### config.mk
export PLATFORM = sky130hd
export DESIGN_NAME = modexp_ctrl
export DESIGN_NICKNAME = d
export VERILOG_FILES = /design/src/rtl/rsa_pkg.sv /design/src/rtl/mod_reduce.sv /design/src/rtl/modexp_ctrl.sv
export SDC_FILE = /design/constraint.sdc
export NUM_CORES = 1
export LEC_CHECK = 0
export ABC_AREA = 0
export BUFFER_PORTS_ARGS = -buffer_cell sky130_fd_sc_hd__buf_2
export CAP_MARGIN = 0
export CORE_ASPECT_RATIO = 2
export CORE_MARGIN = 2
export CORE_UTILIZATION = 60
export DETAILED_ROUTE_END_ITERATION = 7
export GPL_TIMING_DRIVEN = 0
export PLACE_DENSITY = 0.91
export SYNTH_ARGS = -nofsm -noshare
export SYNTH_HDL_FRONTEND = slang
export SYNTH_SLANG_ARGS = --single-unit
### constraint.sdc
create_clock -name clk -period 8.5 [get_ports clk]
set_input_delay 0.85 -clock clk [delete_from_list [all_inputs] [get_ports clk]]
set_output_delay 0.85 -clock clk [all_outputs]
set_load 0.02 [all_outputs]
### src/rtl/rsa_pkg.sv
// Shared constants and encodings for the small-operand RSA datapath.
// The reducer depth assumes operands below N, so RED_STEPS = W + 1.
package rsa_pkg;
    localparam int W         = 6;
    localparam int EW        = 6;
    localparam int RED_STEPS = 7;

    typedef enum logic [1:0] {IDLE, MUL, RED, DONE} state_e;
    typedef enum logic [1:0] {INIT, SQR, MULT} op_e;
endpackage

### src/rtl/mod_reduce.sv
// Restoring shift-subtract reducer: walks k = RED_STEPS-1 .. 0, subtracting N<<k when it fits.
// rem shows the remainder after the current step, so the caller can write back on the last step.
module mod_reduce
    import rsa_pkg::*;
#(
    parameter int W = rsa_pkg::W
) (
    input  logic           clk,
    input  logic           rst,
    input  logic           load,
    input  logic [2*W-1:0] p_in,
    input  logic [W-1:0]   n_in,
    input  logic           step,
    output logic           last,
    output logic [W-1:0]   rem
);
    localparam int KW = $clog2(RED_STEPS);

    logic [2*W-1:0] p_q, p_d;
    logic [W-1:0]   n_q, n_d;
    logic [KW-1:0]  k_q, k_d;
    logic [2*W:0]   n_sh, p_sub;

    always_comb begin
        n_sh  = {{(W+1){1'b0}}, n_q} << k_q;
        // Borrow out of the extra top bit means N<<k does not fit.
        p_sub = {1'b0, p_q} - n_sh;
        p_d   = p_q;
        n_d   = n_q;
        k_d   = k_q;
        if (load) begin
            p_d = p_in;
            n_d = n_in;
            k_d = KW'(RED_STEPS - 1);
        end else if (step) begin
            if (!p_sub[2*W]) p_d = p_sub[2*W-1:0];
            k_d = k_q - 1'b1;
        end
    end

    assign last = (k_q == '0);
    assign rem  = p_d[W-1:0];

    always_ff @(posedge clk) begin
        if (rst) begin
            p_q <= '0;
            n_q <= '0;
            k_q <= '0;
        end else begin
            p_q <= p_d;
            n_q <= n_d;
            k_q <= k_d;
        end
    end
endmodule

### src/rtl/modexp_ctrl.sv
// Left-to-right square-and-multiply controller time-sharing one external W x W multiplier.
// Each op is one MUL cycle followed by RED_STEPS reduction cycles.
module modexp_ctrl
    import rsa_pkg::*;
#(
    parameter int W  = rsa_pkg::W,
    parameter int EW = rsa_pkg::EW
) (
    input  logic           clk,
    input  logic           rst,
    input  logic           start,
    input  logic [W-1:0]   base,
    input  logic [EW-1:0]  exp,
    input  logic [W-1:0]   modulus,
    output logic           busy,
    output logic           done,
    output logic           err,
    output logic [W-1:0]   result,
    output logic [W-1:0]   mul_a,
    output logic [W-1:0]   mul_b,
    input  logic [2*W-1:0] mul_p
);
    localparam int BW = (EW > 1) ? $clog2(EW) : 1;

    state_e        state_q, state_d;
    op_e           op_q, op_d;
    logic [BW-1:0] bit_q, bit_d;
    logic [EW-1:0] exp_q, exp_d;
    logic [W-1:0]  n_q, n_d, r_q, r_d, m_q, m_d, result_q, result_d;
    logic [W-1:0]  mul_a_q, mul_a_d, mul_b_q, mul_b_d;
    logic          busy_q, busy_d, done_q, done_d, err_q, err_d;
    logic          red_last, fin;
    logic [W-1:0]  red_rem;

    mod_reduce #(.W(W)) u_red (
        .clk  (clk),
        .rst  (rst),
        .load (state_q == MUL),
        .p_in (mul_p),
        .n_in (n_q),
        .step (state_q == RED),
        .last (red_last),
        .rem  (red_rem)
    );

    always_comb begin
        state_d  = state_q;
        op_d     = op_q;
        bit_d    = bit_q;
        exp_d    = exp_q;
        n_d      = n_q;
        r_d      = r_q;
        m_d      = m_q;
        result_d = result_q;
        err_d    = err_q;
        busy_d   = 1'b0;
        done_d   = 1'b0;
        mul_a_d  = '0;
        mul_b_d  = '0;
        fin      = 1'b0;
        case (state_q)
            IDLE: if (start) begin
                exp_d = exp;
                n_d   = modulus;
                r_d   = W'(1);
                err_d = (modulus == '0);
                if (modulus == '0) begin
                    state_d  = DONE;
                    result_d = '0;
                    done_d   = 1'b1;
                end else begin
                    state_d = MUL;
                    op_d    = INIT;
                    bit_d   = BW'(EW - 1);
                    busy_d  = 1'b1;
                    mul_a_d = base;
                    mul_b_d = W'(1);
                end
            end
            MUL: begin
                state_d = RED;
                busy_d  = 1'b1;
            end
            RED: begin
                busy_d = 1'b1;
                if (red_last) begin
                    case (op_q)
                        INIT: begin
                            m_d  = red_rem;
                            op_d = SQR;
                        end
                        SQR: begin
                            r_d = red_rem;
                            if (exp_q[bit_q]) op_d = MULT;
                            else if (bit_q == '0) fin = 1'b1;
                            else bit_d = bit_q - 1'b1;
                        end
                        default: begin
                            r_d = red_rem;
                            if (bit_q == '0) fin = 1'b1;
                            else begin
                                op_d  = SQR;
                                bit_d = bit_q - 1'b1;
                            end
                        end
                    endcase
                    if (fin) begin
                        state_d  = DONE;
                        busy_d   = 1'b0;
                        done_d   = 1'b1;
                        result_d = r_d;
                    end else begin
                        // Operands come from the value being written back this edge.
                        state_d = MUL;
                        mul_a_d = r_d;
                        mul_b_d = (op_d == MULT) ? m_d : r_d;
                    end
                end
            end
            default: state_d = IDLE;
        endcase
    end

    always_ff @(posedge clk) begin
        if (rst) begin
            state_q  <= IDLE;
            op_q     <= INIT;
            bit_q    <= '0;
            exp_q    <= '0;
            n_q      <= '0;
            r_q      <= '0;
            m_q      <= '0;
            result_q <= '0;
            err_q    <= 1'b0;
            busy_q   <= 1'b0;
            done_q   <= 1'b0;
            mul_a_q  <= '0;
            mul_b_q  <= '0;
        end else begin
            state_q  <= state_d;
            op_q     <= op_d;
            bit_q    <= bit_d;
            exp_q    <= exp_d;
            n_q      <= n_d;
            r_q      <= r_d;
            m_q      <= m_d;
            result_q <= result_d;
            err_q    <= err_d;
            busy_q   <= busy_d;
            done_q   <= done_d;
            mul_a_q  <= mul_a_d;
            mul_b_q  <= mul_b_d;
        end
    end

    assign busy   = busy_q;
    assign done   = done_q;
    assign err    = err_q;
    assign result = result_q;
    assign mul_a  = mul_a_q;
    assign mul_b  = mul_b_q;
endmodule

=== Word level (Yosys, flattened, before mapping) ===
Cells that the tools add are included.

* Shifts and indexed selects: 1
* Multiplexer cells: 64
* Add/subtract/negate cells: 3
* Eq/ne operators: 12
* Reduce and logical (&&, ||, !) cells: 16
* $lt $le $gt $ge: 1

{| class="wikitable"
|+ Operators by type and width
! kind !! number
|-
| 6-bit 2-to-1 mux || 15
|-
| 6-bit case mux with 2 select lines || 4
|-
| 12-bit 2-to-1 mux || 3
|-
| 2-bit 2-to-1 mux || 11
|-
| 3-bit 2-to-1 mux || 7
|-
| 1-bit 2-to-1 mux || 15
|-
| 6-bit by 3-bit << shifter with 13-bit output || 1
|-
| 12-bit by 13-bit subtractor with 13-bit output || 1
|-
| 2-bit inequality test (second input constant) || 6
|-
| 3-bit case mux with 2 select lines || 2
|-
| 2-bit case mux with 2 select lines || 2
|-
| 2-bit AND reduction || 4
|-
| 3-bit logical NOT || 2
|-
| 6-bit logical NOT || 1
|-
| 2-bit case mux with 3 select lines || 1
|-
| 6-bit AND reduction || 1
|-
| 3-bit by 1-bit subtractor with 3-bit output (second input constant) || 2
|-
| 5-bit AND reduction || 1
|-
| 2-bit by 1-bit == test with 1-bit output (second input constant) || 2
|-
| 2-bit == test (second input constant) || 2
|-
| 2-bit logical NOT || 2
|-
| 3-bit by 4-bit < comparator with 1-bit output (second input constant) || 1
|-
| 1-bit case mux with 2 select lines || 2
|-
| 4-bit AND reduction || 1
|-
| 7 further kinds || 8
|}

* Flip-flop bits (word level): 73
* Word-level logic and storage cells: 115
* Output and inout port bits: 21
* Input bits: 33

=== Logic depth before layout (Yosys ltp) ===
* Depth after elaboration: 11
* Depth in mapped cells: 15
* Mapped depth without buffers: 13

=== By module ===
From an unflattened synthesis, not the netlist that was laid out.

* Cells, all modules: 530
* Area total of the unflattened synthesis: 4,186.5 um2

{| class="wikitable"
|+ Modules (own cells, without submodules)
! module !! area an instance (um2) !! cells an instance !! times used !! sequential area each (um2)
|-
| modexp_ctrl || 2,292.2 || 283 || 1 || 1,041.0
|-
| mod_reduce || 1,894.3 || 247 || 1 || 420.4
|}

=== Least setup slack after synthesis ===
OpenSTA, ideal clock, no wires.

* Path type: reg2reg
* Start: register u_red.k_q[1]
* End: register m_q[4]
* Required time: 8,371 ps
* Slack: 5,511 ps
* Arrival: 2,859 ps
* Setup time: 129 ps
* Cell stages (with the launch flop): 15
* Buffers on the path: 3
* Clock period less this slack: 2,989 ps
* Cells stage by stage: dfxtp_1 -> clkbuf_1 -> clkbuf_1 -> nor3_1 -> ha_1 -> inv_1 -> fa_1 -> a21oi_1 -> o22ai_2 -> o211ai_1 -> nand4_1 -> nand2_2 -> buf_6 -> mux2i_2 -> o21ai_0

* Word-level cells in the longest chain between the ends: 6
* Elaborated cells between the ends (all ways): 8
* Classes of those cells: add/sub: 1; shift: 1; mux: 4; reduce/logical: 2

{| class="wikitable"
|+ Ends and longest elaborated chain
! element !! RTL line !! RTL
|-
| start: declaration || mod_reduce.sv:21 || <nowiki>logic [KW-1:0] k_q, k_d;</nowiki>
|-
| start signal: assignment || mod_reduce.sv:52 || <nowiki>k_q <= k_d;</nowiki>
|-
| 6-bit by 3-bit << shifter with 13-bit output || mod_reduce.sv:25 || <nowiki>n_sh = {{(W+1){1'b0}}, n_q} << k_q;</nowiki>
|-
| 12-bit by 13-bit subtractor with 13-bit output || mod_reduce.sv:27 || <nowiki>p_sub = {1'b0, p_q} - n_sh;</nowiki>
|-
| 12-bit 2-to-1 mux || mod_reduce.sv:36 || <nowiki>if (!p_sub[2*W]) p_d = p_sub[2*W-1:0];</nowiki>
|-
| 12-bit 2-to-1 mux || mod_reduce.sv:35 || <nowiki>end else if (step) begin</nowiki>
|-
| 12-bit 2-to-1 mux || mod_reduce.sv:31 || <nowiki>if (load) begin</nowiki>
|-
| 6-bit 2-to-1 mux || modexp_ctrl.sv:87 || <nowiki>case (op_q)</nowiki>
|-
| end signal: assignment || modexp_ctrl.sv:146 || <nowiki>m_q <= m_d;</nowiki>
|-
| end: declaration || modexp_ctrl.sv:29 || <nowiki>logic [W-1:0] n_q, n_d, r_q, r_d, m_q, m_d, result_q, result_d;</nowiki>
|}

Several ways; a longest one is shown, not always the timed one. The select of a mux whose other input is x is not followed.
A chain may end at the register's enable or synchronous reset.

=== Final worst setup path ===
* Start: register u_red.k_q[1]
* End: register r_q[4]

* Word-level cells in the longest chain between the ends: 8
* Elaborated cells between the ends (all ways): 11
* Classes of those cells: add/sub: 1; eq/ne: 1; shift: 1; mux: 6; reduce/logical: 2

{| class="wikitable"
|+ Ends and longest elaborated chain
! element !! RTL line !! RTL
|-
| 6-bit by 3-bit << shifter with 13-bit output || mod_reduce.sv:25 ||
|-
| 12-bit by 13-bit subtractor with 13-bit output || mod_reduce.sv:27 ||
|-
| 12-bit 2-to-1 mux || mod_reduce.sv:36 ||
|-
| 12-bit 2-to-1 mux || mod_reduce.sv:35 ||
|-
| 12-bit 2-to-1 mux || mod_reduce.sv:31 ||
|-
| 6-bit 2-to-1 mux || modexp_ctrl.sv:87 ||
|-
| 6-bit 2-to-1 mux || modexp_ctrl.sv:86 || <nowiki>if (red_last) begin</nowiki>
|-
| 6-bit case mux with 2 select lines || modexp_ctrl.sv:61 || <nowiki>case (state_q)</nowiki>
|-
| end signal: assignment || modexp_ctrl.sv:145 || <nowiki>r_q <= r_d;</nowiki>
|-
| end: declaration || modexp_ctrl.sv:29 ||
|}

Several ways; a longest one is shown, not always the timed one. The select of a mux whose other input is x is not followed.

==> results.md <==
* CTS tree: yes
* Fin cells at 660
* Pwr dens at roughly 340 nW/µm²
* Post-CTS Resized at 0
* Slew Viols, Final at 0
* Syn_nets at between 500 and 600
* Crit-path max FO at 10
* Initial antenna violation count at 0
* Max_cap viols at 0
* Final setup viols at 0
* Status: finished clean
* Worst Max-Slew Pin Slew at between 1 and 1.5 ns
* Kind of critical path: register to register
* F_max at 0.263 GHz
* Htree depth at 3
* WP data required at 8.70 ns
* Worst path slowest cell: mux2i_2
* WL/cell at between 15 and 20 µm
* Post-synthesis area per instance at a little over 8 µm²
* Total power at between 0.0015 and 0.002 W
* Initial Util at 0.618
* Core Area at between 6000 and 7000 µm²
* Worst Hold Class: register to register
* CP startpoint kind: register
* R2R Path Start: u_red.k_q[1]
* Pre-CTS setup slack at ~4.8 ns
* Count leader, synth: dfxtp_1
* Synth warn at 0
* CP arrival at 4.00 ns
* Final setup margin at roughly 4.7 ns
* Post-synth top area cell: dfxtp_1
* Synth top cells by count: dfxtp_1, nand2_1, nor2_1, a21oi_1, o21ai_0
* Global-route usage over all layers at 0.302
* GRT Residual Overflow at 0
* DR vias/cell at ~6.0
* Total number of vias at 3990
* Die Height at 120 µm
* Placed inst area at 4440 µm²
* Maximum vdd drop at approximately 0.22 mV
* Worst Reg-to-Reg Cells at 13
* CP peak stage delay at approximately 0.49 ns
* Io pins at 54
* GPL Wtd Cong at a little over 0.9
* Top cell by count, worst path: clkbuf_1
* Synth top area cells: dfxtp_1, ha_1, nand2_1
* Total CTS buffers at 9
* RSZ-0062 raised after global routing: no
* Dominant synthesized flop cell: dfxtp_1
* Root buffer cell: clkbuf_16
* Post-Synthesis Cells at 503
* DRT Pass-1 Iters at 6
* Critical Path Start: u_red.k_q[1]
* CP Capture Type: register
* Final nets at between 600 and 700
* First-pass GRT wire length at roughly 18 mm
* Largest net degree at the start of global routing at 14
* Die Area at 7490 µm²
* Clock buffer depth at 2
* Number of global-route vias before repair at approximately 3900
* Rows at 42
* First-iteration detailed-routing DRC count at about 350
* Relative slew slack at 0.309
* Post-CTS Setup Repair Bufs at 0
* Num Clock Sinks at 73
* Worst Skew at roughly 0.0058 ns
* Final hold vios at 0
* Placed insts at about 640
* Chain of cells forming the critical path: clkbuf_1 -> clkbuf_1 -> mux2i_1 -> nand2_1 -> ha_1 -> a21oi_1 -> o22ai_2 -> o211ai_1 -> nand4_1 -> nand2_2 -> buf_6 -> mux2i_2 -> o21ai_0
* CP top delay family: compound AO/OA/AOI/OAI gates
* FF-to-FF End: r_q[4]
* Final critical-path required period at ~3.8 ns
* Final period util at 0.447
* Setup TNS at 0 ns
* Routed Antenna Nets at 0
* Number of synthesized register bits at 73
* FFs w/ async S/R, synth at 0
* Worst-path clk slew at about 0.060 ns
* Crit. path cell count at 13
* IO Port Bufs at 53
* N_diodes at 0
* HPWL Detailed at ~8 mm
* Hold_buf cts at 0
* Synth-to-layout area growth at 17.6%
* P_leak at roughly 1.9 nW
* R2r setup slk at roughly 4.7 ns
* Share of cells above drive strength 1 at 0.170
* Synth top area share at 0.360
* Worst skew pair latency at 0.35 ns
* Final instance area at roughly 4800 µm²
* Post-synth cell types at between 60 and 70
* Wirelength, routed at around 11 mm
* Post-synthesis cell area at slightly above 4000 µm²
* WP buf/inv at 3
* EDFF count, synth at 0
* Crit path to: r_q[4]
* Sequential area share after synthesis at 0.360
* Chip Width at around 62 µm
* Remaining DRCs at 0
[state kept, by name, summed over array words and instances (netlist names)]
signal and count:
result 6, bit_q 3, mul_b 6, op_q 2, u_red.p_q 12, exp_q 6, u_red.n_q 6, r_q 6
done 1, busy 1, state_q 2, u_red.k_q 3, m_q 6, mul_a 6, n_q 6, err 1
[routing by layer]
layer  routed length (µm)  GRT usage
met5                    0          0
met4                  574      0.219
met3                  587     0.0502
met2                 5950      0.558
met1                 3990      0.299
[power by group]
part / internal (W) / switching [W]
clock: 0.000275 / 0.000153
combinational: 0.000297 / 0.000478
sequential: 0.000392 / 0.0000325
total: 0.000964 / 0.000664
[worst register-to-register path, delay by kind of cell (launching register included)]
family	cells	cell delay, ns
compound gates	4	0.92
mux	2	0.79
flops	1	0.31
simple gates	3	0.45
fa+ha+maj	1	0.35
buf+inv	3	0.84
[per-stage QoR]
stage	utilization	hold WS, ns
final	0.727	0.452
after global routing	0.727	0.471
after CTS	0.727	0.453
after detailed placement	0.676	0.442
after global placement	0.676	0.430
after floorplan	-	0.433
[cells by family (layout without fill, tap and decap cells)]
| group | after synthesis | after routing | share of synthesized area |
|---|---|---|---|
| compound gates | 139 | 139 | 0.219 |
| xor+xnor | 10 | 10 | 0.0216 |
| fa+ha+maj | 21 | 21 | 0.0665 |
| buf+inv | 43 | 112 | 0.0447 |
| flops | 73 | 73 | 0.360 |
| mux | 23 | 23 | 0.0637 |
| simple gates | 194 | 194 | 0.225 |
[worst min path at each step]
stage,start,end,depth (start not counted)
floorplan,exp_q[5],exp_q[5],2
global placement,result[0],result[0],2
detailed placement,result[1],result[1],2
CTS,err,err,2
global route,n_q[2],n_q[2],2
finish,result[1],result[1],2
[cell type report]
class                   instances  area (µm²)
flip-flops and latches         73        1460
clock buffers                  11         253
inverters                      20        75.1
repair buffers                 53         265
well taps                      88         110
fillers                       494        1790
multi-input cells             387        2420
clock inverters                 5        85.1
plain buffers                  23         106
[placed cells by master, fill, tap and decap left out, drive strengths merged, types with 2 or more instances in the layout]
cell | Yosys | final
clkbuf | 17 | 28
nand4 | 2 | 2
xnor2 | 5 | 5
a21oi | 46 | 46
dfxtp | 73 | 73
inv | 19 | 21
nand2b | 3 | 3
nor3b | 2 | 2
xor2 | 5 | 5
o211ai | 6 | 6
o21a | 4 | 4
a21o | 3 | 3
o21bai | 3 | 3
or3 | 5 | 5
o21ai | 34 | 34
nor4 | 3 | 3
a221oi | 2 | 2
nand3b | 11 | 11
and2 | 4 | 4
mux2i | 18 | 18
nand2 | 67 | 67
bufinv | 0 | 2
a211oi | 5 | 5
o31a | 2 | 2
a22oi | 8 | 8
nor2 | 64 | 64
nand3 | 9 | 9
nor3 | 10 | 10
a311oi | 9 | 9
mux2 | 4 | 4
and3 | 3 | 3
ha | 20 | 20
o31ai | 5 | 5
buf | 6 | 59
or2 | 4 | 4
nor2b | 2 | 2
o22ai | 3 | 3
a31oi | 2 | 2
No activity file was read; power rests on OpenSTA's default activity.
